$ cat config.mk
export PLATFORM = sky130hd
export DESIGN_NAME = pwm_hbridge_dt
export DESIGN_NICKNAME = d
export VERILOG_FILES = /design/src/rtl/pwm_pkg.sv /design/src/rtl/pwm_dead_timer.sv /design/src/rtl/pwm_hbridge_dt.sv
export SDC_FILE = /design/constraint.sdc
export NUM_CORES = 1
export LEC_CHECK = 0
export ABC_AREA = 1
export CAP_MARGIN = 10
export CORE_MARGIN = 5
export CORE_UTILIZATION = 55
export CTS_BUF_LIST = sky130_fd_sc_hd__clkbuf_8
export DETAILED_ROUTE_END_ITERATION = 12
export PLACE_DENSITY_LB_ADDON = 0.12
export SLEW_MARGIN = 5
export SYNTH_ARGS = -nofsm -noshare
export SYNTH_HDL_FRONTEND = slang
export SYNTH_SLANG_ARGS = --single-unit
$ cat constraint.sdc
create_clock -name clk -period 2.8 [get_ports clk]
set_input_delay 0.56 -clock clk [delete_from_list [all_inputs] [get_ports clk]]
set_output_delay 0.56 -clock clk [all_outputs]
set_load 0.005 [all_outputs]
$ cat src/rtl/pwm_pkg.sv
// Shared types and defaults for the signed-duty H-bridge PWM.
package pwm_pkg;

    localparam int CNT_W_DEF    = 13;
    localparam int DEAD_CYC_DEF = 32;
    localparam int DEAD_W_DEF   = 6;

    typedef enum logic [2:0] {
        IDLE,
        DRV_A,
        DRV_B,
        DEAD,
        BRAKE
    } pwm_st_t;

    // Most-negative input maps to 2**(W-1), which still fits unsigned.
    function automatic logic [31:0] mag_of(input logic signed [31:0] v);
        return v[31] ? -v : v;
    endfunction

endpackage

$ cat src/rtl/pwm_dead_timer.sv
// Dead-time counter: after start, done pulses on the DEAD_CYC-th cycle.
module pwm_dead_timer #(
    parameter int DEAD_CYC = 32,
    parameter int DEAD_W   = 6
) (
    input  logic clk,
    input  logic rst,
    input  logic start,
    output logic done
);

    localparam logic [DEAD_W-1:0] LAST = DEAD_W'(DEAD_CYC - 1);

    logic [DEAD_W-1:0] dead_cnt;
    logic              busy;

    always_ff @(posedge clk) begin
        if (rst) begin
            dead_cnt <= '0;
            busy     <= 1'b0;
        end else if (start) begin
            dead_cnt <= '0;
            busy     <= 1'b1;
        end else if (busy) begin
            if (dead_cnt == LAST)
                busy <= 1'b0;
            else
                dead_cnt <= dead_cnt + DEAD_W'(1);
        end
    end

    assign done = busy && (dead_cnt == LAST);

endmodule

$ cat src/rtl/pwm_hbridge_dt.sv
// Signed-duty H-bridge PWM with period-aligned duty update,
// dead time on direction change / brake release, and brake mode.
module pwm_hbridge_dt
    import pwm_pkg::*;
#(
    parameter int CNT_W    = CNT_W_DEF,
    parameter int DEAD_CYC = DEAD_CYC_DEF,
    parameter int DEAD_W   = DEAD_W_DEF
) (
    input  logic               clk,
    input  logic               rst,
    input  logic               wrt_duty,
    input  logic signed [CNT_W:0] duty,
    input  logic               brake,
    output logic               CH_A,
    output logic               CH_B,
    output logic               period_strt,
    output logic               upd_pend
);

    localparam logic [CNT_W-1:0] CNT_MAX = '1;

    logic [CNT_W-1:0]      cnt;
    logic signed [CNT_W:0] shadow;
    logic signed [CNT_W:0] active;
    logic signed [CNT_W:0] act_eff;
    logic [31:0]           mag;
    logic                  cnt_zero;
    logic                  on;
    logic                  neg;
    logic                  pos;
    logic                  dead_start;
    logic                  dead_done;
    logic                  drv_a;
    logic                  drv_b;
    pwm_st_t               st;
    pwm_st_t               st_nxt;
    pwm_st_t               st_sgn;

    // The value loaded at cnt==0 governs that very cycle's decision.
    assign cnt_zero = (cnt == '0);
    assign act_eff  = cnt_zero ? shadow : active;
    assign mag      = mag_of(32'(act_eff));
    assign on       = (32'(cnt) < mag);
    assign neg      = act_eff[CNT_W];
    assign pos      = !neg && (act_eff != '0);
    assign st_sgn   = pos ? DRV_A : (neg ? DRV_B : IDLE);

    always_ff @(posedge clk) begin
        if (rst) begin
            cnt         <= '0;
            shadow      <= '0;
            active      <= '0;
            upd_pend    <= 1'b0;
            period_strt <= 1'b0;
        end else begin
            cnt         <= cnt + CNT_W'(1);
            period_strt <= (cnt == CNT_MAX);
            if (cnt_zero)
                active <= shadow;
            if (wrt_duty) begin
                shadow   <= duty;
                upd_pend <= 1'b1;
            end else if (cnt_zero) begin
                upd_pend <= 1'b0;
            end
        end
    end

    always_comb begin
        st_nxt     = st;
        dead_start = 1'b0;
        drv_a      = 1'b0;
        drv_b      = 1'b0;
        if (brake) begin
            st_nxt = BRAKE;
        end else begin
            unique case (st)
                IDLE:  if (cnt_zero) st_nxt = st_sgn;
                DRV_A: if (cnt_zero && !pos) st_nxt = neg ? DEAD : IDLE;
                DRV_B: if (cnt_zero && !neg) st_nxt = pos ? DEAD : IDLE;
                DEAD:  if (dead_done) st_nxt = st_sgn;
                BRAKE: st_nxt = DEAD;
                default: st_nxt = IDLE;
            endcase
            dead_start = (st_nxt == DEAD) && (st != DEAD);
        end
        if (st_nxt == BRAKE) begin
            drv_a = 1'b1;
            drv_b = 1'b1;
        end else begin
            drv_a = (st_nxt == DRV_A) && on;
            drv_b = (st_nxt == DRV_B) && on;
        end
    end

    always_ff @(posedge clk) begin
        if (rst) begin
            st   <= IDLE;
            CH_A <= 1'b0;
            CH_B <= 1'b0;
        end else begin
            st   <= st_nxt;
            CH_A <= drv_a;
            CH_B <= drv_b;
        end
    end

    pwm_dead_timer #(
        .DEAD_CYC(DEAD_CYC),
        .DEAD_W  (DEAD_W)
    ) u_dead (
        .clk  (clk),
        .rst  (rst),
        .start(dead_start),
        .done (dead_done)
    );

endmodule

==> metrics.md, run 1 <==
| Metric | Value |
|---|---|
| Outcome | `complete, but fails checks` |
| Failing checks | `setup timing` |
| Worst hold path class | `register to register` |
| Clk buf depth | `2` |
| Logic gate share of total power | `0.307` |
| Area fraction of the dominant cell type after synthesis | `0.376` |
| Final instance area | `3830 µm²` |
| Die H | `83.0 µm` |
| Design Power | `2030 µW` |
| Syn avg cell area | `7.11 µm²` |
| Slowest stage delay, CP | `340 ps` |
| First-pass GRT wire length | `11500 µm` |
| Net count, final | `504` |
| Ys Warns | `0` |
| Vias/cell | `5.15` |
| Cell row count | `26` |
| CTS tree | `done` |
| Slowest CP cell | `dfxtp_2` |
| Crit share post-route | `1.05` |
| MaxCap Viol Count | `0` |
| Number of synthesized register bits | `55` |
| Seq pwr share | `0.418` |
| Routability cong. | `0.877` |
| Critical setup path kind | `register to register` |
| Hold Slack | `485 ps` |
| Unrepaired setup endpoints after global routing | `yes` |
| Num ports | `22` |
| Compound-Gate Fraction of Synth Area | `0.107` |
| Ys async rst share | `0` |
| Main combinational cell family by area after synthesis | `simple AND/OR/NAND/NOR gates` |
| Post-synthesis sequential area ratio | `0.376` |
| Pleak | `0.00173 µW` |
| DRC | `0` |
| Area after DPL | `3390 µm²` |
| Worst Path Arrival | `3190 ps` |
| Yosys cell types | `33` |
| WL final | `7370 µm` |
| Synth Area in XOR/XNOR | `0.0449` |
| Peak fanout along the critical path | `14` |
| Max-slew violation count | `0` |
| Largest net degree at the start of global routing | `27` |
| Top post-synthesis cells by area | `dfxtp_1 38%, nor2_1 9.9%, nand2_1 9.0%, ha_1 6.8%, inv_1 5.8%` |
| Via count | `2788` |
| Clk sinks | `55` |
| Synthesized Nets | `446` |
| Vias in the first global route | `2626` |
| Adder-Cell Fraction of Synth Area | `0.0683` |
| Crit path required time | `3040 ps` |
| Clock power frac | `0.275` |
| H-tree levels | `2` |
| Tmin final | `2940 ps` |
| Clock skew | `5.23 ps` |
| Area Overhead vs Synth | `30.7%` |
| Initial antenna violation count | `0` |
| Antenna viol nets, final | `0` |
| Final HPWL DP | `4870 µm` |
| Top_reg_cell synth | `dfxtp_1` |
| Diode count | `0` |
| Simple-gate share of the synthesized area | `0.322` |
| Pwr dens | `529 nW/µm²` |
| DR WL/cell | `13.6 µm` |
| Die width | `83.0 µm` |
| Worst relative slew slack | `0.461` |
| Post-synth EDFFs | `0` |
| Switch Pwr | `638 µW` |
| PnR worst setup slack | `-143 ps` |
| Highest Clock Rate | `0.340 GHz` |
| Pre-Repair DR Iteration Count | `4` |
| DR iter-0 viols | `134` |
| Sum of negative setup slack | `-275 ps` |
| Aggregate global-route resource usage | `0.199` |
| Worst setup SP type | `register` |
| Worst Max-Slew Pin Slew | `808 ps` |
| VDD IR max | `0.326 mV` |
| Remaining Overflow, GRT | `0` |
| Initial core utilization | `0.570` |
| Post-Synthesis Cells | `412` |
| Area leader, netlist | `dfxtp_1` |
| Root Buffer | `clkbuf_8` |
| Core area | `5140 µm²` |
| Endpoints failing setup | `2` |
| Setup crit end kind | `register` |
| CTS clk-pin slew, worst paths | `100 ps` |
| TritonCTS buffer count | `5` |
| Cell Int Power | `1390 µW` |
| Post-synthesis mux area share | `0.00342` |
| Share of layout cells above drive strength 1 | `0.257` |
| CP Cell Sequence | `inv_2 -> ha_4 -> inv_1 -> nor2_1 -> nand2_2 -> nor2_4 -> buf_4 -> nand3_1 -> nand2_1 -> inv_2 -> a21oi_1 -> xor2_1 -> ha_1 -> a21oi_1 -> o21ai_0 -> a21oi_2 -> o21bai_4 -> o21bai_1` |
| Die area | `6880 µm²` |
| Endpoints failing hold | `0` |
| Mapped cell area | `2930 µm²` |
| Sw Ratio | `0.315` |
| IO buf count | `21` |
| Final core utilization | `0.745` |
| Clk Latency, worst-skew pair | `310 ps` |
==> state kept, by name, summed over array words and instances, names as in the netlist <==
signal,count
shadow,14
CH_B,1
st,3
upd_pend,1
u_dead.busy,1
active,14
CH_A,1
cnt,13
u_dead.dead_cnt,6
period_strt,1
==> per-layer routing <==
| layer | up-vias | part of all wire | track usage |
|---|---|---|---|
| met5 | - | 0 | 0 |
| met4 | 0 | 0.015 | 0.0579 |
| met3 | 12 | 0.041 | 0.0347 |
| met2 | 59 | 0.51 | 0.354 |
| met1 | 1285 | 0.43 | 0.243 |
| li1 | 1432 | - | - |
==> path summary, 6_finish.rpt <==
check / startpoint / end / slack, ps / cells past startpoint
max: cnt[0] / CH_B / -140 / 18
min: shadow[2] / shadow[2] / 480 / 2
max reg2reg: cnt[0] / CH_B / -140 / 18
min reg2reg: shadow[2] / shadow[2] / 480 / 2
==> cells in the final DEF (no fill, tap or decap), types with 6 or more instances in the layout <==
cell / instances
buf_4: 36
nand2_4: 7
nand2_2: 14
ha_1: 14
nor2_2: 17
nand3_1: 18
nor2_1: 71
dfxtp_1: 52
inv_1: 40
clkbuf_8: 6
xor2_1: 14
inv_2: 10
a21oi_1: 19
o21ai_0: 22
nand2_1: 56
clkdlybuf4s50_1: 21
==> power groups by stage <==
stage / combinational (µW) / clock [µW] / sequential (µW)
5_1_grt: 678 / 607 / 853
4_1_cts: 516 / 568 / 846
3_3_place_gp: 458 / 0 / 862
3_5_place_dp: 468 / 0 / 863
2_1_floorplan: 316 / 0 / 859
6_report: 622 / 557 / 848
==> synthesized netlist by cell type (all sizes together), types with 3 or more instances <==
master   n
xor2    14
o21ai   24
ha      16
a21oi   24
clkbuf   7
nor3     5
inv     50
o21bai   4
nor4     4
nand4    3
nand2   77
dfxtp   55
nand3   25
nor2    92
==> stage by stage <==
step / setup slack [ps] / std cells
after floorplan: 96.9 / 412
final: -143 / 541
after global placement: -0.163 / 521
after global routing: -322 / 541
after detailed placement: -139 / 521
after CTS: 0.207 / 534
==> cells by family after synthesis <==
family	after synthesis
AOI/OAI and AO/OA	57
xor gates and xnor gates	15
adders and majority gates	16
buffers and inverters	59
DFF	55
muxes	1
and+or+nand+nor	209
==> cell type report <==
| type | count | area [µm²] |
|---|---|---|
| multi-input combinational | 298 | 1800 |
| fill | 413 | 1310 |
| sequential | 55 | 1100 |
| timing repair buffer | 60 | 532 |
| inverter | 50 | 188 |
| tap | 70 | 87.6 |
| clock buffer | 6 | 82.6 |
| clock inverter | 2 | 38.8 |
==> worst max-delay path, delay by kind of cell (launching register included) <==
family,cells,cell delay (ps)
AOI/OAI and AO/OA,6,860
and+or+nand+nor,5,600
adders and majority gates,2,440
buffers and inverters,4,380
DFF,1,340
xor gates and xnor gates,1,280
==> timing repair <==
item                       in CTS  in global routing
pin swaps                      15                 27
hold buffers                    0                  0
buffers inserted                6                  7
resized for setup              22                 36
setup endpoints to repair       2                  2
Note: power is estimated with default switching activity, not from simulation.
==> run 2: changes to the inputs <==
CAP_MARGIN = 20   (was 10)
==> results of run 2 <==
No change in the layout: final DEF, timing and power equal those of run 1.
==> run 3: changes to the inputs <==
CAP_MARGIN = unset   (was 20)
==> results of run 3 <==
No change in the layout: final DEF, timing and power equal those of run 1.
